### src/rtl/interrupt_break.sv
// Interrupt-entry sequencer: owns the ION flag with its one-instruction delay and
// runs the break (save PC to VEC_SAVE, then load PC with VEC_JUMP).
module interrupt_break #(
  parameter int          NIRQ     = 8,
  parameter logic [11:0] VEC_SAVE = 12'o0000,
  parameter logic [11:0] VEC_JUMP = 12'o0001
) (
  input  logic            CLK,
  input  logic            clear,
  input  logic            ion_set,
  input  logic            ion_clr,
  input  logic [NIRQ-1:0] irq,
  input  logic            instr_done,
  input  logic [11:0]     pc,
  input  logic            mem_ack,
  output logic            ion,
  output logic            int_req,
  output logic            brk_req,
  output logic            mem_we,
  output logic [11:0]     mem_addr,
  output logic [11:0]     mem_data,
  output logic            pc_load,
  output logic [11:0]     pc_val
);

  typedef enum logic [1:0] {
    S_IDLE = 2'd0,
    S_SAVE = 2'd1,
    S_JUMP = 2'd2
  } state_t;

  state_t r_state;
  logic   r_dly;
  logic   w_any_irq;

  assign w_any_irq = |irq;
  assign int_req   = w_any_irq;

  // mem_data doubles as the PC latch: it holds the saved PC only while the
  // write strobe is up and is cleared when the save completes.
  always_ff @(posedge CLK) begin
    if (clear) begin
      r_state  <= S_IDLE;
      r_dly    <= 1'b0;
      ion      <= 1'b0;
      brk_req  <= 1'b0;
      mem_we   <= 1'b0;
      mem_addr <= 12'd0;
      mem_data <= 12'd0;
      pc_load  <= 1'b0;
      pc_val   <= 12'd0;
    end else begin
      case (r_state)
        S_IDLE: begin
          if (ion_set) begin
            // ION coinciding with a boundary is that instruction's own end
            ion   <= 1'b1;
            r_dly <= ~instr_done;
          end else if (ion_clr) begin
            ion   <= 1'b0;
            r_dly <= 1'b0;
          end else if (instr_done) begin
            if (r_dly) begin
              r_dly <= 1'b0;
            end else if (ion && w_any_irq) begin
              ion      <= 1'b0;
              r_state  <= S_SAVE;
              brk_req  <= 1'b1;
              mem_we   <= 1'b1;
              mem_addr <= VEC_SAVE;
              mem_data <= pc;
            end
          end
        end
        S_SAVE: begin
          if (mem_ack) begin
            r_state  <= S_JUMP;
            mem_we   <= 1'b0;
            mem_addr <= 12'd0;
            mem_data <= 12'd0;
            pc_load  <= 1'b1;
            pc_val   <= VEC_JUMP;
          end
        end
        S_JUMP: begin
          r_state <= S_IDLE;
          brk_req <= 1'b0;
          pc_load <= 1'b0;
          pc_val  <= 12'd0;
        end
        default: begin
          r_state  <= S_IDLE;
          brk_req  <= 1'b0;
          mem_we   <= 1'b0;
          mem_addr <= 12'd0;
          mem_data <= 12'd0;
          pc_load  <= 1'b0;
          pc_val   <= 12'd0;
        end
      endcase
    end
  end

endmodule

### config.mk
export PLATFORM = sky130hd
export DESIGN_NAME = interrupt_break
export DESIGN_NICKNAME = d
export VERILOG_FILES = /design/src/rtl/interrupt_break.sv
export SDC_FILE = /design/constraint.sdc
export NUM_CORES = 1
export LEC_CHECK = 0
export CAP_MARGIN = 20
export CORE_MARGIN = 2
export CORE_UTILIZATION = 36
export DETAILED_ROUTE_END_ITERATION = 12
export PLACE_DENSITY = 0.82
export SYNTH_ARGS = -nofsm -noshare
export SYNTH_HDL_FRONTEND = slang
export SYNTH_SLANG_ARGS = --single-unit
### constraint.sdc
create_clock -name CLK -period 2.6 [get_ports CLK]
set_clock_uncertainty 0.2 [all_clocks]
set_input_delay 0.78 -clock CLK [delete_from_list [all_inputs] [get_ports CLK]]
set_output_delay 0.78 -clock CLK [all_outputs]
set_load 0.02 [all_outputs]
# Word-level counts from Yosys, hierarchy flattened
# Cells that the tools add are included.
# op_classes
eq_ne	9
n_mux	40
n_bitwise	4
reduce_logical	11
# op_table
operator	n
12-bit two-way mux	12
12-bit case mux with 3 select lines	2
12-bit case mux with 2 select lines	1
1-bit two-way mux	15
2-bit two-way mux	6
2-bit inequality test, second input constant	6
6-bit AND reduction	2
8-bit OR reduction	1
7-bit AND reduction	1
3-bit nonzero test	2
1-bit NOT	4
1-bit case mux with 2 select lines	2
2-bit case mux with 2 select lines	1
2-bit AND reduction	2
4-bit AND reduction	1
3-bit inequality test, second input constant	1
1-bit case mux with 3 select lines	1
2-bit by 1-bit equality test with 1-bit output, second input constant	1
2-bit equality test, second input constant	1
2-bit zero test	1
1-bit logical AND	1
# totals
ff_bits	43
input_bits	26

# Longest topological paths before layout
# Gate-level depths: netlist (run 1).
# depth
depth_word	8
ltp_mapped	6
ltp_nobuf	4

# Worst setup path after synthesis (run 1)
# OpenSTA, ideal clock, no wires.
# synth_timing
path_type	in2out
start	input irq[5]
end	output int_req
arrival_ns	1.387
setup_slack_ns	0.233
stages	2
n_path_buf	0
path_cell_list	nor4_1 -> nand2_1
# synth_via
elab_chain_cells	1
# synth_rtl
element	line_no	rtl
start, declared	12	input logic [NIRQ-1:0] irq,
8-bit OR reduction	36	assign w_any_irq = |irq;
end, declared	17	output logic int_req,
# No other way between the ends.

# Worst setup path after layout (run 1)
# layout_timing
start	input irq[6]
end	output int_req
# Same word-level chain as after synthesis.

==> impl_metrics.tcl, run 1 <==
set metrics [dict create \
    status "completed" \
    postCtsHoldBufs 0 \
    rrSetupSlack_ns 0.75 \
    htreeDepth 1 \
    worst_r2r_endpoint "mem_data[0]$_SDFFE_PP0P_" \
    fin_nets 201 \
    firstDrtPassIters 4 \
    rows 19 \
    cts_tree "built" \
    final.setup.tns_ns 0 \
    ant_nets 0 \
    maxCapViolCount 0 \
    min_path_type "reg -> reg" \
    synth_seq_cells 19 \
    die_area_um2 3431 \
    synthTopCellsByCount "buf_4, dfxtp_1, nand2_1" \
    ir_worst_vdd_mv 0.3983 \
    cp-start-kind "primary input" \
    synth.most_common_cell "buf_4" \
    required_ns 1.62 \
    start_util_pct 38.55 \
    syn_area_per_cell_um2 8.443 \
    hpwl_um 1989 \
    grt_max_degree 19 \
    vias_per_cell 5.073 \
    grt_pass1_vias 941 \
    crit_end "int_req" \
    cts-root-buf "clkbuf_4" \
    clk_latency_ns 0.30 \
    synth_cell_types 28 \
    synthTopCellsByArea "dfxtp_1, buf_4, a311o_1" \
    worst_pin_slew_ns 0.5395 \
    dieHeight_um 58.58 \
    grt_first_pass_wirelength_um 4071 \
    antenna_cells 0 \
    period_minus_slack_ns 2.552 \
    clock.fmax_mhz 391.9 \
    cp-end-kind "primary output" \
    cts_buffer_depth 2 \
    layout.cells.non_filler 205 \
    finalHoldViolations 0 \
    crit_type "in -> out" \
    grt_usage_pct 15.06 \
    post-route-period-util_pct 98.15 \
    cp_data_arrival_time_ns 1.57 \
    clk_pin_slew_ns 0.12 \
    synth_ff_type "dfxtp_1" \
    via_count 1040 \
    slew_viol_final 0 \
    synth-seq-area-share_pct 35.47 \
    area_growth_pct 42.71 \
    setup.worst_path.start "irq[6]" \
    numPortBuffers 43 \
    rr_startpoint "r_state[0]$_SDFFE_PP0P_" \
    syn_area_um2 1072 \
    route.met3.wl_um 190 \
    power.density_nw_per_um2 422.6 \
    cts_sinks 19 \
    met2WireLength_um 1398 \
    syn_inst 127 \
    design.portCount 67 \
    synth_edf_count 0 \
    antenna_found_initial 0 \
    synth_top_area_share_pct 35.47 \
    reg2regPathDepth 5 \
    die_w_um 58.58 \
    slew_headroom_pct 63.98 \
    wl_um 2655 \
    cellLeakagePower_uw 0.0006095 \
    top_layer_used "met3" \
    setup_viol 0 \
    grt_overflow_total 0 \
    crit_fanout 2 \
    cts_buffers 3 \
    synth_warnings 0 \
    rsz0062_at_grt "false" \
    wl_per_cell_um 12.95 \
    core-area_um2 2781 \
    drive_gt1_share_pct 10.92 \
    place_congestion 0.8008 \
    ys_async_sr_fraction_pct 0 \
    dpl.cell_count 199 \
    drt_iter0_markers 45 \
    remaining_drc_errors 0 \
    yosysTopAreaCell "dfxtp_1" \
    wirelength_met1_um 1066 \
]
worst max-delay path, stage by stage:
cell and delay [ns]:
dlygate4sd2_1 0.25, nor4_4 0.29, nand2_1 0.10, buf_6 0.14
placed cells by master, fill, tap and decap left out, drive strengths merged, types with 2 or more instances in the layout:
| cell | n |
|---|---|
| a21oi | 5 |
| clkdlybuf4s50 | 34 |
| conb | 23 |
| nand3 | 5 |
| nor3b | 6 |
| o32ai | 5 |
| nor3 | 2 |
| dfxtp | 19 |
| clkbuf | 3 |
| nor2 | 3 |
| buf | 11 |
| nand2 | 12 |
| dlygate4sd2 | 6 |
| o21ai | 2 |
| nor4 | 9 |
| a311o | 7 |
| inv | 8 |
per-layer routing:
| metal | up-vias | GRT usage, % |
|---|---|---|
| met5 | - | 0 |
| met4 | 0 | 3.571 |
| met3 | 0 | 4.835 |
| met2 | 38 | 28.25 |
| met1 | 498 | 16.33 |
| li1 | 504 | - |
cell type report:
class | instances | area [um^2]
fillers | 261 | 1251
multi-input cells | 90 | 539.3
repair buffers | 53 | 514.2
flip-flops and latches | 19 | 380.4
well taps | 31 | 38.79
inverters | 8 | 30.03
clock buffers | 3 | 22.52
clock inverters | 1 | 5.005
flip-flops by register name, summed over array words and instances (netlist names):
name      flops
ion           1
mem_data     12
pc_val        1
brk_req       1
mem_we        1
r_dly         1
r_state       2
power breakdown:
group	switching, uW	internal, uW
logic	102	80.8
clock network	93.3	57.2
registers	9.13	304
how the worst min path moves through the flow:
stage,startpoint,end,slack [ns],cells after the start
after floorplan,r_dly$_SDFFE_PP0P_,r_dly$_SDFFE_PP0P_,0.25,2
after global placement,brk_req$_SDFFE_PP0P_,brk_req$_SDFFE_PP0P_,0.25,2
after detailed placement,mem_data[6]$_SDFFE_PP0P_,mem_data[6]$_SDFFE_PP0P_,0.27,2
after CTS,mem_data[6]$_SDFFE_PP0P_,mem_data[6]$_SDFFE_PP0P_,0.28,2
after global routing,mem_data[7]$_SDFFE_PP0P_,mem_data[7]$_SDFFE_PP0P_,0.30,2
final,mem_data[6]$_SDFFE_PP0P_,mem_data[6]$_SDFFE_PP0P_,0.28,2
logic make-up after synthesis:
logic type	Yosys count	synth area share [%]
AOI/OAI and AO/OA	25	18.79
other	1	0.3497
buffers and inverters	40	23.92
DFF	19	35.47
and+or+nand+nor	42	21.47
metrics by stage:
stage                     setup WS, ns  utilization (%)  total power, uW  hold WS [ns]  cell area (um^2)
final                          0.04809            55.02            646.6        0.2809              1530
after global routing          0.006081            55.02            679.1        0.2962              1530
after CTS                     0.009684            54.57            650.0        0.2849              1518
after detailed placement       -0.5594            52.86            501.0        0.2667              1470
after global placement         -0.5420            52.86            495.6        0.2504              1470
after floorplan                 0.2329                -            448.9        0.2466              1155
what timing repair did:
item,in CTS,in global routing
endpoints found under the hold margin,0,0
pin swaps,3,1
buffers inserted,2,0
resized for setup,15,3
endpoints found under the setup margin,1,5
Note: power is estimated with default switching activity, not from simulation.
==> run 2: changes to the inputs <==
--- a/config.mk
+++ b/config.mk
@@ -5,7 +5,8 @@
 export SDC_FILE = /design/constraint.sdc
 export NUM_CORES = 1
 export LEC_CHECK = 0
-export CAP_MARGIN = 20
+export CAP_MARGIN = 25
+export CORE_ASPECT_RATIO = 0.6
 export CORE_MARGIN = 2
 export CORE_UTILIZATION = 36
 export DETAILED_ROUTE_END_ITERATION = 12
==> run 2 against run 1 <==
Final cell count is 6.8% higher. Sequential share of layout area is 0.61 points lower. Maximum frequency hardly changed. Register-to-register slack hardly changed. Hold slack better by 0.0023 ns. Worst setup slack better by 0.0025 ns. Highest routed layer unchanged.
==> impl_metrics.tcl, run 2 (synthesis gave the netlist of run 1 again) <==
set metrics [dict create \
    start_util_pct 37.59 \
    core-area_um2 2853 \
    area_growth_pct 46.32 \
    worstPathCellList "dlygate4sd2_1, nor4_2, nand2_1, buf_6" \
    cp_data_arrival_time_ns 1.57 \
    cts_buffer_depth 2 \
    cellLeakagePower_uw 0.0006211 \
    final_cell_mix "clkdlybuf4s50_1, conb_1, dfxtp_1" \
    dieHeight_um 46.28 \
    postCtsHoldBufs 0 \
    ant_nets 0 \
    crit_fanout 2 \
    firstDrtPassIters 4 \
    cp-start-kind "primary input" \
    seq_area_um2 380.4 \
    worst_path_max_delay_cell "nor4_2" \
    clk_pin_slew_ns 0.07 \
    post-route-period-util_pct 98.06 \
    setup_viol 0 \
    rows 15 \
    fin_nets 204 \
    cts_buffers 3 \
    hp-start "mem_data[8]$_SDFFE_PP0P_" \
    htreeDepth 1 \
    drive_gt1_share_pct 12.43 \
    design.portCount 67 \
    rr_startpoint "r_state[0]$_SDFFE_PP0P_" \
    final.setup.tns_ns 0 \
    slowest_delay_ns 0.30 \
    reg_top3 "mem_data x12, r_state x2" \
    remaining_drc_errors 0 \
    hold_path_depth 2 \
    cts-root-buf "clkbuf_8" \
    dpl.cell_count 211 \
    multiInputGateArea_um2 535.5 \
    regMostFlops "mem_data" \
    dpl_worst_slack_ns -0.6195 \
    grt_overflow_total 0 \
    layout.cells.non_filler 219 \
    ir_worst_vdd_mv 0.1745 \
    grt_first_pass_wirelength_um 4160 \
    grt_pass1_vias 950 \
    cts_tree "built" \
    place_congestion 0.7740 \
    whs_endpoint "mem_data[8]$_SDFFE_PP0P_" \
    layout_commonest_cell "clkdlybuf4s50_1" \
    fillers 281 \
    clock.fmax_mhz 392.2 \
    min_path_type "reg -> reg" \
    cts_sinks 19 \
    die_w_um 74.46 \
    required_ns 1.62 \
    crit_type "in -> out" \
    wl_um 2718 \
    worst_pin_slew_ns 0.6342 \
    vias_per_cell 4.817 \
    slew_viol_final 0 \
    largest_reg_flops 12 \
    antenna_found_initial 0 \
    drt_iter0_markers 16 \
    reg2regPathDepth 4 \
    via_count 1055 \
    grt_max_degree 23 \
    maxCapViolCount 0 \
    status "completed" \
    period_minus_slack_ns 2.549 \
    wl_per_cell_um 12.41 \
    finalHoldViolations 0 \
    rrSetupSlack_ns 0.74 \
    clk_latency_ns 0.25 \
    power.density_nw_per_um2 445.7 \
    hpwl_um 2109 \
    antenna_cells 0 \
    die_area_um2 3445 \
    worst_r2r_endpoint "mem_data[10]$_SDFFE_PP0P_" \
    numPortBuffers 43 \
    slew_headroom_pct 57.67 \
    cp-end-kind "primary output" \
    fin_ws_ns 0.05055 \
    grt_usage_pct 15.65 \
]
-- run 2: cell count changes in the layout (fill, tap and decap cells not counted) --
cell,change
nor4_2,+1
a22oi_2,+1
clkbuf_1,+1
clkbuf_8,+3
buf_12,-1
a22oi_1,-1
buf_4,+4
clkdlybuf4s15_1,+1
dlygate4sd2_1,-1
clkbuf_4,-3
nor4_4,-1
clkinv_2,-1
-- run 2: cell type report --
cell class | count | area share, %
Clock buffer | 4 | 2.871
Inverter | 8 | 1.914
Multi-Input combinational cell | 90 | 34.13
Sequential cell | 19 | 24.24
Tap cell | 42 | 3.349
Timing Repair Buffer | 56 | 33.49
-- run 2: worst max path at each step --
stage | to | cells past startpoint | start
after floorplan | int_req | 2 | irq[5]
after global placement | int_req | 4 | irq[1]
after detailed placement | int_req | 4 | irq[1]
after CTS | int_req | 4 | irq[5]
after global routing | int_req | 4 | irq[6]
final | int_req | 4 | irq[6]
-- run 2: power by group --
part           total, uW  internal (uW)  switching (uW)
clock network        204            109            95.6
registers            314            304            9.71
logic                181           79.2             102
total                699            492             207
-- run 2: stage by stage --
step           area [um^2]  utilization (%)  power (uW)  hold WS (ns)
2_1_floorplan         1155                -       448.9        0.2466
3_3_place_gp          1479            51.84       492.9        0.2570
3_5_place_dp          1479            51.84       498.5        0.2745
4_1_cts               1549            54.30       701.9        0.2852
5_1_grt               1569            55.00       729.3        0.3102
6_report              1569            55.00       699.3        0.2833
-- run 2: routing by layer --
metal | wire length, um | track usage [%]
met5 | 0 | 0
met4 | 0 | 1.786
met3 | 154 | 4.376
met2 | 1391 | 28.14
met1 | 1172 | 19.53
-- run 2: what timing repair did --
item / in CTS / in global routing
cloned: 0 / 0
pin swaps: 3 / 3
endpoints found under the setup margin: 2 / 1
buffers inserted: 2 / 2
gates resized for setup: 16 / 3
-- run 2: worst max-delay path, delay by kind of cell --
kind	cells	cell delay (ns)
and+or+nand+nor	2	0.40
buffers and inverters	2	0.38
